File: config.mk
export PLATFORM = sky130hd
export DESIGN_NAME = cfg_self_write_sequencer_flat
export DESIGN_NICKNAME = d
export VERILOG_FILES = /design/src/rtl/cfg_self_write_sequencer_if.sv /design/src/rtl/cfg_self_write_sequencer.sv /design/src/flat_wrapper.sv
export SDC_FILE = /design/constraint.sdc
export NUM_CORES = 1
export LEC_CHECK = 0
export BUFFER_PORTS_ARGS = -buffer_cell sky130_fd_sc_hd__buf_2
export CORE_ASPECT_RATIO = 1.1
export CORE_UTILIZATION = 62
export DETAILED_ROUTE_END_ITERATION = 8
export GPL_ROUTABILITY_DRIVEN = 1
export PLACE_DENSITY_LB_ADDON = 0.15
export SETUP_SLACK_MARGIN = 0.15
export SYNTH_ARGS = -nofsm -noshare
export SYNTH_HDL_FRONTEND = slang
export SYNTH_SLANG_ARGS = --single-unit
File: constraint.sdc
create_clock -name CLK -period 7.2 [get_ports CLK]
set_clock_uncertainty 0.15 [all_clocks]
set_input_delay 2.16 -clock CLK [delete_from_list [all_inputs] [get_ports CLK]]
set_output_delay 2.16 -clock CLK [all_outputs]
set_load 0.005 [all_outputs]
File: src/rtl/cfg_self_write_sequencer_if.sv
// Byte-stream input handshake plus the fabric SelfWrite word/strobe port.
// The sequencer uses the slave modport; the bitstream source uses master.
interface cfg_self_write_sequencer_if;
  logic [7:0]  in_data;
  logic        in_valid;
  logic        in_ready;
  logic [31:0] SelfWriteData;
  logic        SelfWriteStrobe;

  modport master (
    output in_data,
    output in_valid,
    input  in_ready,
    input  SelfWriteData,
    input  SelfWriteStrobe
  );

  modport slave (
    input  in_data,
    input  in_valid,
    output in_ready,
    output SelfWriteData,
    output SelfWriteStrobe
  );
endinterface

File: src/rtl/cfg_self_write_sequencer.sv
// Packs a byte-wide bitstream into big-endian 32-bit words and writes them to the fabric
// through SelfWriteData/SelfWriteStrobe, then releases the user design from reset.
module cfg_self_write_sequencer #(
  parameter int unsigned MAX_BITBYTES   = 16384,
  parameter int unsigned SETUP_CYCLES   = 2,
  parameter int unsigned HOLD_CYCLES    = 2,
  parameter int unsigned RELEASE_CYCLES = 100
) (
  input  logic                       CLK,
  input  logic                       reset,
  input  logic                       start,
  input  logic [14:0]                byte_count,
  input  logic                       abort,
  cfg_self_write_sequencer_if.slave  bus,
  output logic                       busy,
  output logic                       done,
  output logic                       user_resetn,
  output logic [12:0]                words_written
);

  localparam int unsigned CNT_MAX_SH = (SETUP_CYCLES > HOLD_CYCLES) ? SETUP_CYCLES : HOLD_CYCLES;
  localparam int unsigned CNT_MAX    = (CNT_MAX_SH > RELEASE_CYCLES) ? CNT_MAX_SH : RELEASE_CYCLES;
  localparam int unsigned CNT_W      = $clog2(CNT_MAX + 1);
  localparam int unsigned WW_MAX     = 4096;

  localparam logic [2:0] S_IDLE    = 3'd0;
  localparam logic [2:0] S_FILL    = 3'd1;
  localparam logic [2:0] S_SETUP   = 3'd2;
  localparam logic [2:0] S_STROBE  = 3'd3;
  localparam logic [2:0] S_HOLD    = 3'd4;
  localparam logic [2:0] S_RELEASE = 3'd5;
  localparam logic [2:0] S_DONE    = 3'd6;

  logic [2:0]       state, state_d;
  logic [31:0]      word, word_d;
  logic [1:0]       lane, lane_d;
  logic [14:0]      bytes_left, bytes_left_d;
  logic [CNT_W-1:0] cnt, cnt_d;
  logic [31:0]      data_d;
  logic             strobe_d, busy_d, done_d, user_resetn_d;
  logic [12:0]      words_written_d;
  logic             in_ready_c;
  logic [14:0]      clamped_count_c;
  logic [31:0]      packed_word_c, justified_word_c;

  assign in_ready_c      = (state == S_FILL) && (bytes_left != 15'd0);
  assign bus.in_ready    = in_ready_c;
  assign clamped_count_c = (byte_count > 15'(MAX_BITBYTES)) ? 15'(MAX_BITBYTES) : byte_count;
  assign packed_word_c   = {word[23:0], bus.in_data};

  // A short final word is shifted up so its first byte still lands in [31:24].
  always_comb begin
    justified_word_c = packed_word_c;
    case (lane)
      2'd0:    justified_word_c = {packed_word_c[7:0], 24'h0};
      2'd1:    justified_word_c = {packed_word_c[15:0], 16'h0};
      2'd2:    justified_word_c = {packed_word_c[23:0], 8'h0};
      default: justified_word_c = packed_word_c;
    endcase
  end

  always_ff @(posedge CLK or posedge reset) begin
    if (reset) begin
      state               <= S_IDLE;
      word                <= '0;
      lane                <= '0;
      bytes_left          <= '0;
      cnt                 <= '0;
      bus.SelfWriteData   <= '0;
      bus.SelfWriteStrobe <= 1'b0;
      busy                <= 1'b0;
      done                <= 1'b0;
      user_resetn         <= 1'b0;
      words_written       <= '0;
    end else begin
      state               <= state_d;
      word                <= word_d;
      lane                <= lane_d;
      bytes_left          <= bytes_left_d;
      cnt                 <= cnt_d;
      bus.SelfWriteData   <= data_d;
      bus.SelfWriteStrobe <= strobe_d;
      busy                <= busy_d;
      done                <= done_d;
      user_resetn         <= user_resetn_d;
      words_written       <= words_written_d;
    end
  end

  // Next state and next registered outputs; strobe is set on entry to STROBE so it lasts one cycle.
  always_comb begin
    state_d         = state;
    word_d          = word;
    lane_d          = lane;
    bytes_left_d    = bytes_left;
    cnt_d           = cnt;
    data_d          = bus.SelfWriteData;
    strobe_d        = 1'b0;
    busy_d          = busy;
    done_d          = done;
    user_resetn_d   = user_resetn;
    words_written_d = words_written;

    if (abort) begin
      state_d       = S_IDLE;
      word_d        = '0;
      lane_d        = '0;
      cnt_d         = '0;
      busy_d        = 1'b0;
      done_d        = 1'b0;
      user_resetn_d = 1'b0;
    end else begin
      case (state)
        S_IDLE, S_DONE: begin
          if (start) begin
            bytes_left_d    = clamped_count_c;
            words_written_d = '0;
            word_d          = '0;
            lane_d          = '0;
            cnt_d           = '0;
            busy_d          = 1'b1;
            done_d          = 1'b0;
            user_resetn_d   = 1'b0;
            state_d         = (clamped_count_c == 15'd0) ? S_RELEASE : S_FILL;
          end
        end
        S_FILL: begin
          if (bus.in_valid && in_ready_c) begin
            word_d       = packed_word_c;
            lane_d       = lane + 2'd1;
            bytes_left_d = bytes_left - 15'd1;
            if ((lane == 2'd3) || (bytes_left == 15'd1)) begin
              data_d  = justified_word_c;
              word_d  = '0;
              lane_d  = '0;
              cnt_d   = '0;
              state_d = S_SETUP;
            end
          end
        end
        S_SETUP: begin
          if (cnt == CNT_W'(SETUP_CYCLES - 1)) begin
            cnt_d    = '0;
            strobe_d = 1'b1;
            state_d  = S_STROBE;
          end else begin
            cnt_d = cnt + CNT_W'(1);
          end
        end
        S_STROBE: begin
          cnt_d   = '0;
          state_d = S_HOLD;
          if (words_written != 13'(WW_MAX)) words_written_d = words_written + 13'd1;
        end
        S_HOLD: begin
          if (cnt == CNT_W'(HOLD_CYCLES - 1)) begin
            cnt_d   = '0;
            state_d = (bytes_left != 15'd0) ? S_FILL : S_RELEASE;
          end else begin
            cnt_d = cnt + CNT_W'(1);
          end
        end
        S_RELEASE: begin
          if (cnt == CNT_W'(RELEASE_CYCLES - 1)) begin
            cnt_d         = '0;
            state_d       = S_DONE;
            busy_d        = 1'b0;
            done_d        = 1'b1;
            user_resetn_d = 1'b1;
          end else begin
            cnt_d = cnt + CNT_W'(1);
          end
        end
        default: state_d = S_IDLE;
      endcase
    end
  end

endmodule

File: src/flat_wrapper.sv
// flat-port wrapper written by rule: the top's interface ports become plain ports
module cfg_self_write_sequencer_flat 
#(
  parameter int unsigned MAX_BITBYTES   = 16384,
  parameter int unsigned SETUP_CYCLES   = 2,
  parameter int unsigned HOLD_CYCLES    = 2,
  parameter int unsigned RELEASE_CYCLES = 100
)
  (CLK, reset, start, byte_count, abort, busy, done, user_resetn, words_written, bus_in_data, bus_in_valid, bus_in_ready, bus_SelfWriteData, bus_SelfWriteStrobe);
  cfg_self_write_sequencer_if bus_i ();
  input  logic CLK;
  input  logic reset;
  input  logic start;
  input  logic [14:0] byte_count;
  input  logic abort;
  output logic busy;
  output logic done;
  output logic user_resetn;
  output logic [12:0] words_written;
  input wire logic [$bits(bus_i.in_data)-1:0] bus_in_data;
  input wire logic [$bits(bus_i.in_valid)-1:0] bus_in_valid;
  output wire logic [$bits(bus_i.in_ready)-1:0] bus_in_ready;
  output wire logic [$bits(bus_i.SelfWriteData)-1:0] bus_SelfWriteData;
  output wire logic [$bits(bus_i.SelfWriteStrobe)-1:0] bus_SelfWriteStrobe;
  assign bus_i.in_data = bus_in_data;
  assign bus_i.in_valid = bus_in_valid;
  assign bus_in_ready = bus_i.in_ready;
  assign bus_SelfWriteData = bus_i.SelfWriteData;
  assign bus_SelfWriteStrobe = bus_i.SelfWriteStrobe;
  cfg_self_write_sequencer #(.MAX_BITBYTES(MAX_BITBYTES), .SETUP_CYCLES(SETUP_CYCLES), .HOLD_CYCLES(HOLD_CYCLES), .RELEASE_CYCLES(RELEASE_CYCLES)) u_core (.CLK(CLK), .reset(reset), .start(start), .byte_count(byte_count), .abort(abort), .bus(bus_i), .busy(busy), .done(done), .user_resetn(user_resetn), .words_written(words_written));
endmodule
[Word level (Yosys, flattened, before mapping)]
Index checks and enable logic that the tools add are counted.
Storage, ports and cells
  ROM bits: 0
  output and inout port bits: 50
  bits in latches: 0
  input bits: 28
  memories: 0
  flip-flop bits (word level): 99
  memory bits (writable): 0
  logic and storage cells: 105
Operators by class
  $lt $le $gt $ge: 1
  multipliers: 0
  $add $sub $neg: 4
  equal/unequal tests: 22
  shift-type cells: 0
  bitwise gates (word level): 1
  divide/modulo/power cells: 0
  muxes and demuxes: 46
  reductions and logical operators: 21
Operators by type and width (count)
  24-bit two-way mux: 4
  32-bit one-hot mux with 3 select lines: 1
  24-bit one-hot mux with 2 select lines: 1
  15-bit two-way mux: 3
  7-bit two-way mux: 6
  7-bit one-hot mux with 5 select lines: 1
  15-bit one-hot mux with 2 select lines: 1
  3-bit two-way mux: 9
  13-bit two-way mux: 2
  13-bit one-hot mux with 2 select lines: 1
  3-bit one-hot mux with 6 select lines: 1
  4-bit AND reduction: 4
  15-bit by 1-bit equality test with 1-bit output (second input constant): 1
  15-bit > comparator (second input constant): 1
  15-bit zero test: 1
  15-bit nonzero test: 1
  15-bit by 1-bit subtractor with 15-bit output (second input constant): 1
  13-bit by 1-bit adder with 13-bit output (second input constant): 1
  13-bit inequality test (second input constant): 1
  3-bit equality test (second input constant): 3
  1-bit two-way mux: 9
  3-bit by 2-bit inequality test with 1-bit output (second input constant): 3
  3-bit inequality test (second input constant): 3
  2-bit two-way mux: 4
  23 further kinds: 32

[Logic depth before layout (Yosys ltp)]
  word-level depth: 7
  gate-level depth with buffers: 8
  depth with buffers taken out: 7

[Worst setup path before layout]
OpenSTA, ideal clock, no wires.
  path type: reg2out
  from: register u_core.state[2]
  to: output port bus_in_ready
  cell stages (with the launch flop): 5
  buffers on the path: 2
  arrival time: 1.462 ns
  data required time: 4.890 ns
  slack: 3.428 ns
  cell sequence: dfrtp_1 -> buf_6 -> nor3b_1 -> clkbuf_1 -> and2_1
On the way
  word-level cells in the longest chain between the ends: 2
Ends and longest elaborated chain
  start: declaration: RTL line cfg_self_write_sequencer.sv:34  | logic [2:0] state, state_d;
  start signal: assignment: RTL line cfg_self_write_sequencer.sv:76  | state <= state_d;
  3-bit by 1-bit equality test with 1-bit output: RTL line cfg_self_write_sequencer.sv:46  | assign in_ready_c = (state == S_FILL) && (bytes_left != 15'd0);
  1-bit logical AND: RTL line cfg_self_write_sequencer.sv:46
  end: declaration: RTL line flat_wrapper.sv:22  | output wire logic [$bits(bus_i.in_ready)-1:0] bus_in_ready;
Every way passes these cells.

[Worst setup path in the final report]
  from: register u_core.bytes_left[4]
  to: output port bus_in_ready
On the way
  word-level cells in the longest chain between the ends: 2
Ends and longest elaborated chain
  start: declaration: RTL line cfg_self_write_sequencer.sv:37  | logic [14:0] bytes_left, bytes_left_d;
  start signal: assignment: RTL line cfg_self_write_sequencer.sv:79  | bytes_left <= bytes_left_d;
  15-bit nonzero test: RTL line cfg_self_write_sequencer.sv:46
  1-bit logical AND: RTL line cfg_self_write_sequencer.sv:46
Every way passes these cells.

==> impl_results.md <==
* Run status: completed
* Worst flop-to-flop path startpoint: u_core.bytes_left[4]
* Buffers inserted by post-CTS timing repair at 0
* Register bit total from synthesis at 99
* Average instance area after synthesis at 9.39 µm²
* Transition at the pin with the smallest max-transition slack at 1.13 ns
* Overall power at 1.62 mW
* Number of buffers inserted by hold repair at cts at 0
* Clock tree from TritonCTS: done
* Average wire length per cell after detail routing at 16.6 µm
* DP HPWL at 8.32 mm
* Vias post-DR at 4580
* I/O Buffers at 77
* Root buffer cell: sky130_fd_sc_hd__clkbuf_8
* Seq/Total Area, Yosys at 47.3%
* Total of cells resized after clock tree synthesis at 0
* Count of final max-slew check failures at 0
* H-tree level count at 3
* Max-cap violation count at 0
* Vias/cell at 6.29
* Async set or reset register ratio after synthesis at 100%
* Global route overflow at 0
* Largest stage delay on the critical path at 0.49 ns
* Bufs on Longest Clock Path at 2
* Total power divided by cell area at 278 nW/µm²
* Launch point of the worst hold path: u_core.bus.SelfWriteData[29]
* Layout Nets at 654
* Switching power of the nets at 0.658 mW
* Floorplan row count at 34
* Comb power frac at 34.7%
* Worst slew slack as a fraction of its limit at 23.6%
* Fraction of power consumed by sequential logic at 44.5%
* Endpoint of the worst hold-timing path: u_core.bus.SelfWriteData[29]
* Number of global-route vias before repair at 4096
* Clock buffers created by TritonCTS at 9
* Crit end category: primary output
* Antenna violations before repair at 0
* Detailed Route Iter0 Violations at 287
* Number of setup violations in the final report at 0
* Critical path class: reg2out
* Total track usage at 28.7%
* Die area at 8820 µm²
* Unrepaired setup endpoints after global routing: false
* Sum Neg Setup Slack at 0 ns
* Class of the tightest hold or removal check: reg2reg
* Post-route minimum period at 4.35 ns
* Most used flip-flop cell after synthesis: sky130_fd_sc_hd__dfrtp_1
* Cell area after synthesis at 5240 µm²
* Insertion delay to the later sink of the worst-skew pair at 0.36 ns
* Wire length of the first global-routing pass at 19.9 mm
* Flop-to-flop setup slack at 4.14 ns
* Clock slew at the register clock pins of the worst setup and hold paths at 0.10 ns
* Worst vdd ir at 154 µV
* I/O Pins at 78
* # DRC at 0
* Number of enable-type register cells in the synthesized netlist at 0
* Worst r2r path cells at 5
* Crit-path slowest cell: sky130_fd_sc_hd__nor4_4
* Required time of the worst setup path at 4.89 ns
* End of the worst register-to-register path: u_core.lane[0]
* DRT antenna net count at 0
* Final WL at 12.1 mm
* Share of the clock period used by the worst path at 60.4%
* Critical-path cell list: nor4_4 -> nand4_2 -> and2_1 -> buf_2
* Worst Path Arrival at 2.04 ns
* Number of buffer and inverter stages on the critical path at 1
* Initial core utilization at 65.2%
* Max FO, Critical Path at 7
* Area of the placeable core at 8040 µm²
* Syn Nets at 597
* Leakage at 2.69 nW
* Pin count of the biggest net entering global routing at 76
* Max Clk Rate at 230 MHz
* Final weighted congestion in routability-driven placement at 0.917
* CTS Sinks at 99
* Area growth, synth to finish at 10.8%
* Fraction of power spent switching nets at 40.7%
* Number of instances on the worst hold path at 2
* Gate count after technology mapping at 558
* Design internal power at 0.958 mW
* Die Width at 89.6 µm
* Drt first pass iters at 5
* Kind of cell adding the most delay to the critical path: simple AND/OR/NAND/NOR gates
* Clock network fraction of total power at 20.8%
* Number of distinct standard cells referenced by the synthesized netlist at 63
* Warnings, synthesis at 0
* Diodes inserted at 0
* Layout filler cell count at 637
* Final hold violation count at 0
* Layout cell share with drive strength beyond 1 at 18.9%
* CP Launch Type: flip-flop
* Y dimension of the die at 98.4 µm
==> cell usage in the layout, fill, tap and decap left out, types with 3 or more instances in the layout <==
cell,n
sky130_fd_sc_hd__a211oi_1,3
sky130_fd_sc_hd__a21o_1,3
sky130_fd_sc_hd__a21oi_1,41
sky130_fd_sc_hd__a222oi_1,8
sky130_fd_sc_hd__a22o_1,27
sky130_fd_sc_hd__a22oi_1,13
sky130_fd_sc_hd__a31oi_1,9
sky130_fd_sc_hd__a32oi_1,3
sky130_fd_sc_hd__and3_1,4
sky130_fd_sc_hd__buf_2,77
sky130_fd_sc_hd__buf_4,3
sky130_fd_sc_hd__clkbuf_8,10
sky130_fd_sc_hd__dfrtp_1,99
sky130_fd_sc_hd__ha_1,10
sky130_fd_sc_hd__inv_1,14
sky130_fd_sc_hd__nand2_1,64
sky130_fd_sc_hd__nand2b_1,6
sky130_fd_sc_hd__nand3_1,11
sky130_fd_sc_hd__nand4_1,3
sky130_fd_sc_hd__nor2_1,48
sky130_fd_sc_hd__nor2b_1,3
sky130_fd_sc_hd__nor3_1,8
sky130_fd_sc_hd__nor3b_1,3
sky130_fd_sc_hd__nor4_1,8
sky130_fd_sc_hd__nor4b_1,3
sky130_fd_sc_hd__o21a_1,3
sky130_fd_sc_hd__o21ai_0,67
sky130_fd_sc_hd__o2bb2ai_1,3
sky130_fd_sc_hd__o31ai_1,7
sky130_fd_sc_hd__or3_1,6
sky130_fd_sc_hd__or4_1,4
==> layer usage <==
| layer | wire length, µm | vias to the layer above | GRT usage, % |
|---|---|---|---|
| met2 | 5590 | 173 | 43.6 |
| met3 | 643 | 11 | 4.19 |
| li1 | - | 2179 | - |
| met4 | 99 | 0 | 5.62 |
| met5 | 0 | - | 0 |
| met1 | 5770 | 2217 | 44.1 |
==> cell type report <==
| type | count | area, µm² | share of cell area (%) |
|---|---|---|---|
| Clock buffer | 11 | 141 | 2.44 |
| Inverter | 15 | 58.8 | 1.01 |
| Multi-Input combinational cell | 410 | 2550 | 43.9 |
| Sequential cell | 99 | 2480 | 42.7 |
| Clock inverter | 5 | 36.3 | 0.625 |
| Tap cell | 108 | 135 | 2.33 |
| Timing Repair Buffer | 80 | 408 | 7.03 |
==> flip-flops by register name (all words and copies together), names as in the netlist <==
name,flops
u_core.bus.SelfWriteStrobe,1
u_core.lane,2
u_core.user_resetn,1
u_core.bus.SelfWriteData,32
u_core.busy,1
u_core.cnt,7
u_core.words_written,13
u_core.word,24
u_core.bytes_left,15
u_core.state,3
==> cells in the mapped netlist (all sizes together) (4+ instances only) <==
cell	instances	share of area, %
a21oi	41	3.9
a222oi	8	1.5
a22o	27	4.5
a22oi	13	1.9
a31oi	11	1.7
and3	4	0.48
buf	16	1.9
clkbuf	18	1.3
dfrtp	99	47
ha	11	2.6
inv	15	1.1
nand2	64	4.6
nand2b	6	0.72
nand3	11	1.1
nand4	4	0.60
nor2	50	3.7
nor3	8	0.76
nor4	11	2.0
o21ai	68	6.7
o31ai	8	1.2
or3	6	0.72
or4	4	0.57
==> kinds of logic after synthesis <==
family / after synthesis / share of synthesized area (%)
compound gates: 205 / 26.2
xor+xnor: 4 / 0.812
fa+ha+maj: 11 / 2.63
buf+inv: 49 / 4.30
flops: 99 / 47.3
mux: 4 / 0.812
simple gates: 186 / 17.9
==> power by group through the flow <==
stage	Combinational, mW	Sequential, mW	Clock, mW
after detailed placement	0.552	0.727	0
after global routing	0.623	0.732	0.360
after floorplan	0.449	0.696	0
after CTS	0.554	0.717	0.336
final	0.561	0.719	0.336
after global placement	0.531	0.722	0
==> how the worst max path moves through the flow <==
stage          slack [ns]                          end                 start  cells after the start
4_1_cts              2.89                 bus_in_ready  u_core.bytes_left[4]                      4
5_1_grt              2.81                 bus_in_ready  u_core.bytes_left[4]                      4
3_3_place_gp         2.86               u_core.lane[0]                 start                      6
6_report             2.85                 bus_in_ready  u_core.bytes_left[4]                      4
2_1_floorplan        2.30  u_core.bus.SelfWriteData[0]                 reset                      1
3_5_place_dp         2.79               u_core.lane[0]                 start                      6
==> stage by stage <==
stage	cell area, µm²	setup slack, ns	std cells	hold WS, ns	util, %
2_1_floorplan	5240	2.30	558	0.323	-
3_3_place_gp	5630	2.86	712	0.306	70.0
3_5_place_dp	5630	2.79	712	0.316	70.0
4_1_cts	5800	2.89	728	0.338	72.2
5_1_grt	5800	2.81	728	0.357	72.2
6_report	5800	2.85	728	0.331	72.2
==> worst register-to-register path, delay by kind of cell, from the launching register on <==
family           cells  cell delay, ns
multiplexers         1            0.36
flip-flops           1            0.47
AO/OA/AOI/OAI        1            0.74
AND/OR/NAND/NOR      3            1.22
No activity file was read; power rests on OpenSTA's default activity.
